## config.mk

```make
export PLATFORM = sky130hd
export DESIGN_NAME = sparse_pe_multilane
export DESIGN_NICKNAME = d
export VERILOG_FILES = /design/src/rtl/sparse_pe_pkg.sv /design/src/rtl/clock_gate_cell.sv /design/src/rtl/sparse_pe_lane.sv /design/src/rtl/sparse_pe_multilane.sv
export SDC_FILE = /design/constraint.sdc
export NUM_CORES = 2
export LEC_CHECK = 0
export CAP_MARGIN = 30
export CORE_UTILIZATION = 25
export DETAILED_ROUTE_END_ITERATION = 16
export GPL_ROUTABILITY_DRIVEN = 0
export HOLD_SLACK_MARGIN = 0.02
export PLACE_DENSITY = 0.46
export REMOVE_ABC_BUFFERS = 1
export SYNTH_ARGS = -nofsm -noshare
export SYNTH_HDL_FRONTEND = slang
export SYNTH_HIERARCHICAL = 1
export SYNTH_SLANG_ARGS = --single-unit
```

## constraint.sdc

```tcl
create_clock -name clk -period 10.52 [get_ports clk]
set_input_delay 2.104 -clock clk [delete_from_list [all_inputs] [get_ports clk]]
set_output_delay 2.104 -clock clk [all_outputs]
set_load 0.02 [all_outputs]
```

## src/rtl/sparse_pe_pkg.sv

```systemverilog
// sparse_pe_pkg
// Shared widths and arithmetic helpers for the sparse XNOR-popcount PE.
//   pc_width      : bits needed to hold a popcount of a word
//   contrib_width : signed width of one beat's +/-1 contribution
//   sat_add       : symmetric saturating add on a 64-bit working width
package sparse_pe_pkg;

    localparam int CALC_W = 64;

    function automatic int pc_width(input int word_size);
        return $clog2(word_size + 1);
    endfunction

    // 2*pc - mc lies in [-mc, +mc]; one bit beyond the popcount width holds it.
    function automatic int contrib_width(input int word_size);
        return pc_width(word_size) + 1;
    endfunction

    // Clamp to +/-(2^(width-1)-1). The most negative code is never produced, so
    // positive and negative saturation are symmetric.
    function automatic logic signed [CALC_W-1:0] sat_add(
        input  logic signed [CALC_W-1:0] a,
        input  logic signed [CALC_W-1:0] b,
        input  int                       width,
        output logic                     sat
    );
        logic signed [CALC_W-1:0] s;
        logic signed [CALC_W-1:0] lim;
        s   = a + b;
        lim = (64'sd1 <<< (width - 1)) - 64'sd1;
        sat = 1'b0;
        if (s > lim) begin
            s   = lim;
            sat = 1'b1;
        end else if (s < -lim) begin
            s   = -lim;
            sat = 1'b1;
        end
        return s;
    endfunction

endpackage

```

## src/rtl/clock_gate_cell.sv

```systemverilog
// clock_gate_cell
// Latch-based integrated clock gate. The enable is captured while clk is low so
// gated_clk never glitches; test_enable forces the clock on for scan.
//   clk         : free-running clock
//   enable      : functional enable
//   test_enable : DFT override
//   gated_clk   : gated clock
module clock_gate_cell (
    input  logic clk,
    input  logic enable,
    input  logic test_enable,
    output logic gated_clk
);

    logic en_lat;

    always_latch begin
        if (!clk) en_lat <= enable || test_enable;
    end

    assign gated_clk = clk && en_lat;

endmodule

```

## src/rtl/sparse_pe_lane.sv

```systemverilog
// sparse_pe_lane
// One output channel: skip detection, clock-gated popcount register and the
// saturating accumulator with its result register.
//   capture/advance : accepted beat this cycle / pipeline may move
//   v1/last_q/mc_q  : shared stage-1 valid, last flag and mask popcount
//   skip            : this lane would skip the current input beat
//   lane_gated      : popcount register clock is off this cycle
//   sum_out/sat_out : registered result and sticky saturation flag
module sparse_pe_lane
    import sparse_pe_pkg::*;
#(
    parameter int WORD_SIZE = 64,
    parameter int ACC_WIDTH = 20,
    localparam int PCW = pc_width(WORD_SIZE)
) (
    input  logic                        clk,
    input  logic                        reset_n,
    input  logic                        test_mode,
    input  logic                        skip_en,
    input  logic                        capture,
    input  logic                        advance,
    input  logic                        v1,
    input  logic                        last_q,
    input  logic [PCW-1:0]              mc_q,
    input  logic [WORD_SIZE-1:0]        weight,
    input  logic [WORD_SIZE-1:0]        activation,
    input  logic [WORD_SIZE-1:0]        mask,
    output logic                        skip,
    output logic                        lane_gated,
    output logic signed [ACC_WIDTH-1:0] sum_out,
    output logic                        sat_out
);

    localparam int CW = contrib_width(WORD_SIZE);

    logic                        pc_en;
    logic                        gated_clk;
    logic [PCW-1:0]              pc_q;
    logic                        skip_q;
    logic signed [ACC_WIDTH-1:0] acc_q;
    logic                        sat_q;
    logic signed [CW-1:0]        contrib;
    logic signed [CALC_W-1:0]    sum_wide;
    logic                        new_sat;
    logic signed [ACC_WIDTH-1:0] sum_next;

    assign skip       = skip_en && (weight == '0 || activation == '0);
    assign pc_en      = capture && !skip;
    assign lane_gated = !pc_en || !advance;

    clock_gate_cell u_cg (
        .clk         (clk),
        .enable      (pc_en),
        .test_enable (test_mode),
        .gated_clk   (gated_clk)
    );

    // The enable is repeated on D so a forced-on clock in test mode cannot
    // overwrite a stalled or skipped lane's popcount.
    always_ff @(posedge gated_clk or negedge reset_n) begin
        if (!reset_n) pc_q <= '0;
        else if (pc_en) pc_q <= PCW'($countones(~(weight ^ activation) & mask));
    end

    always_comb begin
        new_sat  = 1'b0;
        contrib  = skip_q ? '0 : (CW'({pc_q, 1'b0}) - CW'(mc_q));
        sum_wide = sat_add(CALC_W'(acc_q), CALC_W'(contrib), ACC_WIDTH, new_sat);
        sum_next = sum_wide[ACC_WIDTH-1:0];
    end

    always_ff @(posedge clk or negedge reset_n) begin
        if (!reset_n) begin
            skip_q  <= 1'b0;
            acc_q   <= '0;
            sat_q   <= 1'b0;
            sum_out <= '0;
            sat_out <= 1'b0;
        end else begin
            if (capture) skip_q <= skip;
            if (v1 && advance) begin
                if (last_q) begin
                    sum_out <= sum_next;
                    sat_out <= sat_q || new_sat;
                    acc_q   <= '0;
                    sat_q   <= 1'b0;
                end else begin
                    acc_q   <= sum_next;
                    sat_q   <= sat_q || new_sat;
                end
            end
        end
    end

endmodule

```

## src/rtl/sparse_pe_multilane.sv

```systemverilog
// sparse_pe_multilane
// LANES-wide sparse XNOR-popcount PE. Each lane holds one weight word; the
// activation and mask words are broadcast. Two pipeline stages (capture,
// accumulate) advance together whenever the output register can take data.
//   in_*   : beat handshake with weight/activation/mask/last
//   out_*  : result handshake with per-lane sums and saturation flags
//   stat_* : saturating accepted-beat and skipped-lane counters
//   lane_gated : per-lane popcount clock gate status
module sparse_pe_multilane
    import sparse_pe_pkg::*;
#(
    parameter int WORD_SIZE       = 64,
    parameter int LANES           = 4,
    parameter int ACC_WIDTH       = 20,
    parameter int STAT_WIDTH      = 32,
    parameter int ENABLE_SPARSITY = 1
) (
    input  logic                       clk,
    input  logic                       reset_n,
    input  logic                       test_mode,
    input  logic                       skip_en,
    input  logic                       in_valid,
    output logic                       in_ready,
    input  logic                       in_last,
    input  logic [LANES*WORD_SIZE-1:0] weight_in,
    input  logic [WORD_SIZE-1:0]       activation_in,
    input  logic [WORD_SIZE-1:0]       mask_in,
    output logic                       out_valid,
    input  logic                       out_ready,
    output logic [LANES*ACC_WIDTH-1:0] out_sum,
    output logic [LANES-1:0]           out_sat,
    input  logic                       stats_clr,
    output logic [STAT_WIDTH-1:0]      stat_beats,
    output logic [STAT_WIDTH-1:0]      stat_lane_skips,
    output logic [LANES-1:0]           lane_gated
);

    localparam int PCW = pc_width(WORD_SIZE);
    localparam int SCW = $clog2(LANES + 1);

    logic             advance;
    logic             accept;
    logic             skip_gate;
    logic             v1_q;
    logic             last_q;
    logic [PCW-1:0]   mc_q;
    logic [LANES-1:0] skip;
    logic [SCW-1:0]   skip_cnt;
    logic [STAT_WIDTH:0] beats_nx;
    logic [STAT_WIDTH:0] skips_nx;

    assign advance   = !out_valid || out_ready;
    assign in_ready  = advance;
    assign accept    = in_valid && advance;
    assign skip_gate = skip_en && (ENABLE_SPARSITY != 0);

    always_ff @(posedge clk or negedge reset_n) begin
        if (!reset_n) begin
            v1_q      <= 1'b0;
            last_q    <= 1'b0;
            mc_q      <= '0;
            out_valid <= 1'b0;
        end else if (advance) begin
            v1_q      <= accept;
            out_valid <= v1_q && last_q;
            if (accept) begin
                mc_q   <= PCW'($countones(mask_in));
                last_q <= in_last;
            end
        end
    end

    for (genvar g = 0; g < LANES; g++) begin : g_lane
        sparse_pe_lane #(
            .WORD_SIZE (WORD_SIZE),
            .ACC_WIDTH (ACC_WIDTH)
        ) u_lane (
            .clk        (clk),
            .reset_n    (reset_n),
            .test_mode  (test_mode),
            .skip_en    (skip_gate),
            .capture    (accept),
            .advance    (advance),
            .v1         (v1_q),
            .last_q     (last_q),
            .mc_q       (mc_q),
            .weight     (weight_in[g*WORD_SIZE +: WORD_SIZE]),
            .activation (activation_in),
            .mask       (mask_in),
            .skip       (skip[g]),
            .lane_gated (lane_gated[g]),
            .sum_out    (out_sum[g*ACC_WIDTH +: ACC_WIDTH]),
            .sat_out    (out_sat[g])
        );
    end

    always_comb begin
        skip_cnt = '0;
        for (int l = 0; l < LANES; l++) skip_cnt = skip_cnt + SCW'(skip[l]);
        beats_nx = {1'b0, stat_beats} + (STAT_WIDTH+1)'(1);
        skips_nx = {1'b0, stat_lane_skips} + (STAT_WIDTH+1)'(skip_cnt);
    end

    // Counters stick at all-ones rather than wrapping.
    always_ff @(posedge clk or negedge reset_n) begin
        if (!reset_n) begin
            stat_beats      <= '0;
            stat_lane_skips <= '0;
        end else if (stats_clr) begin
            stat_beats      <= '0;
            stat_lane_skips <= '0;
        end else if (accept) begin
            stat_beats      <= beats_nx[STAT_WIDTH] ? '1 : beats_nx[STAT_WIDTH-1:0];
            stat_lane_skips <= skips_nx[STAT_WIDTH] ? '1 : skips_nx[STAT_WIDTH-1:0];
        end
    end

endmodule

```

==> results.ini <==
[drt]
route.detailed.drc=0
vias=28872
top_layer=met5
met1_length_um=57900
drtIter0Drc=2369
routed_wl_um=151000
routedWlPerCell_um=26.5
ant_nets=0
via_per_inst=5.06
wl_met2_um=71900
dr.pass1.iters=13
met3WireLength_um=10200

[synthesis]
synth-edff-count=0
synth_seq_cells=278
syn_inst=3447
synth_area_per_cell_um2=8.92
syn_area_mm2=0.0307
synth_common_cells=406 x inv_1, 386 x nand2_1, 292 x xnor2_1
synth.area.top_cells=dfrtp_1 22%, fa_1 18%, xnor2_1 8.3%
synth_top_area_share_pct=22.3
synth_cell_types=107
ys_warn_count=6
synthArstFlopShare_pct=98.6
synth.most_common_cell=inv_1
ys.flop_type=dfrtp_1
yosysTopAreaCell=dfrtp_1

[sta]
tightest_slew_ns=0.933
tns_ns=0
slew_violations=0
setup_viol=0
maxSlewHeadroom_pct=37.1
rsz0062_at_grt=false
hold_violations=0
skew_ns=0.0278

[run_status]
status=finished clean

[clock_tree]
cts_tree=built
insertion_delay_ns=0.68
cts_hold_buf=0
clk_pin_slew_worst_paths_ns=0.05
postCtsSetupBuffers=0
ctsResizeCount=0

[critical_path]
cp.arrival_ns=4.98
start_kind=primary input
worstPathRequired_ns=5.94
end_kind=latch
worstSetupPathType=in2latch
critPathMaxFanout=7

[grt]
grt_use_total_pct=23.9
overflow=0
grt_pass1_vias=29597
grt_pass1_wl_um=214000
antenna_found_initial=33
grt_max_degree=104

[run]
cap_violations=0

[min_path]
hold_class=reg2reg

[die]
io_pins=546
die_area_mm2=0.124
core_mm2=0.122
rows=128
fp.dieH_um=353
die_x_um=353
start_util_pct=25.2

[final_layout]
seq_area_mm2=0.00692
drive_gt1_share_pct=6.46
n_fill_cell=12772
nNetsFinal=4893
multi_input_comb_area_mm2=0.0218
syn2layout_area_growth_pct=30.1

[place]
io_buffers=545
hpwl_um=127000

-- state kept, by name, summed over array words and instances, names as in the netlist --
signal,cells
stat_beats,32
stat_lane_skips,32
g_lane.u_lane/u_cg/en_lat,4
g_lane.u_lane/acc_q,80
g_lane.u_lane/pc_q,28
g_lane.u_lane/sum_out,80
g_lane.u_lane/sat_out,4
g_lane.u_lane/sat_q,4
out_valid,1
mc_q,7
last_q,1
v1_q,1
g_lane.u_lane/skip_q,4
-- cells by family (layout without fill, tap and decap cells) --
group / Yosys count / in the layout / synth area share, %
other: 0 / 9 / 0
multiplexers: 24 / 24 / 0.847
AO/OA/AOI/OAI: 692 / 692 / 15.2
buffers and inverters: 500 / 1122 / 6.49
latches: 4 / 4 / 0.195
XOR/XNOR: 335 / 335 / 9.55
flip-flops: 274 / 274 / 22.3
AND/OR/NAND/NOR: 1147 / 1147 / 19.4
adder cells (fa/ha/maj): 471 / 471 / 26.0
-- stage by stage --
step / worst slack, ns / cells / utilization (%) / hold slack [ns] / area, µm²
after floorplan: 0.374 / 3353 / - / 0.226 / 30300
after global placement: 0.465 / 5610 / 31.5 / 0.226 / 38400
after detailed placement: 0.458 / 5612 / 31.5 / 0.226 / 38400
after CTS: 1.17 / 5694 / 32.8 / 0.483 / 39900
after global routing: 0.984 / 5700 / 32.8 / 0.507 / 40000
final: 0.958 / 5703 / 32.8 / 0.476 / 40000
-- critical path, cell delays in order --
cell,delay [ns]
clkdlybuf4s50_1,0.89
nor4_1,0.48
nand4_1,0.17
nor4_1,0.47
o21ai_0,0.37
nand2_1,0.19
inv_1,0.09
or2_1,0.20
-- worst paths after layout --
path                       depth (start not counted)  slack (ns)                          from                            to
min in group gated                                 0        0.66  g_lane[1].u_lane/u_cg/en_lat                    clock gate
hold / removal                                     2        0.48   g_lane[0].u_lane/sum_out[3]   g_lane[0].u_lane/sum_out[3]
max in group gated                                 0        4.41  g_lane[0].u_lane/u_cg/en_lat                    clock gate
setup / recovery                                   8        0.96             activation_in[20]  g_lane[3].u_lane/u_cg/en_lat
hold reg to reg                                    2        0.48   g_lane[0].u_lane/sum_out[3]   g_lane[0].u_lane/sum_out[3]
min in group asynchronous                          1        1.49                       reset_n                stat_beats[25]
setup reg to reg                                   7        3.52                     out_valid  g_lane[2].u_lane/u_cg/en_lat
max in group asynchronous                          2        7.49                       reset_n     g_lane[3].u_lane/acc_q[6]
-- cell usage in the layout (no fill, tap or decap), drive strengths merged, types with 90 or more instances in the layout --
cell           count
buf               90
ha               181
clkdlybuf4s50    544
fa               281
a21oi            149
xnor2            292
inv              410
and2             113
nand2            394
nor4             153
nor2             137
o21ai            224
dfrtp            274
-- metal layers --
| metal | vias up | track usage [%] |
|---|---|---|
| met1 | 14020 | 27.9 |
| li1 | 13070 | - |
| met5 | - | 0 |
| met2 | 1316 | 40.3 |
| met4 | 22 | 15.2 |
| met3 | 444 | 4.47 |
-- final cells by class --
type | instances | share of cell area (%)
multi-input cells | 2669 | 54.6
clock buffers | 72 | 3.56
repair buffers | 634 | 15.4
well taps | 1625 | 5.09
diodes | 9 | 0.0563
clock inverters | 10 | 0.203
inverters | 406 | 3.81
flip-flops and latches | 278 | 17.3
Power is not shown: default switching activity piles up to over one toggle a cycle in this logic, so the estimate is an artifact.
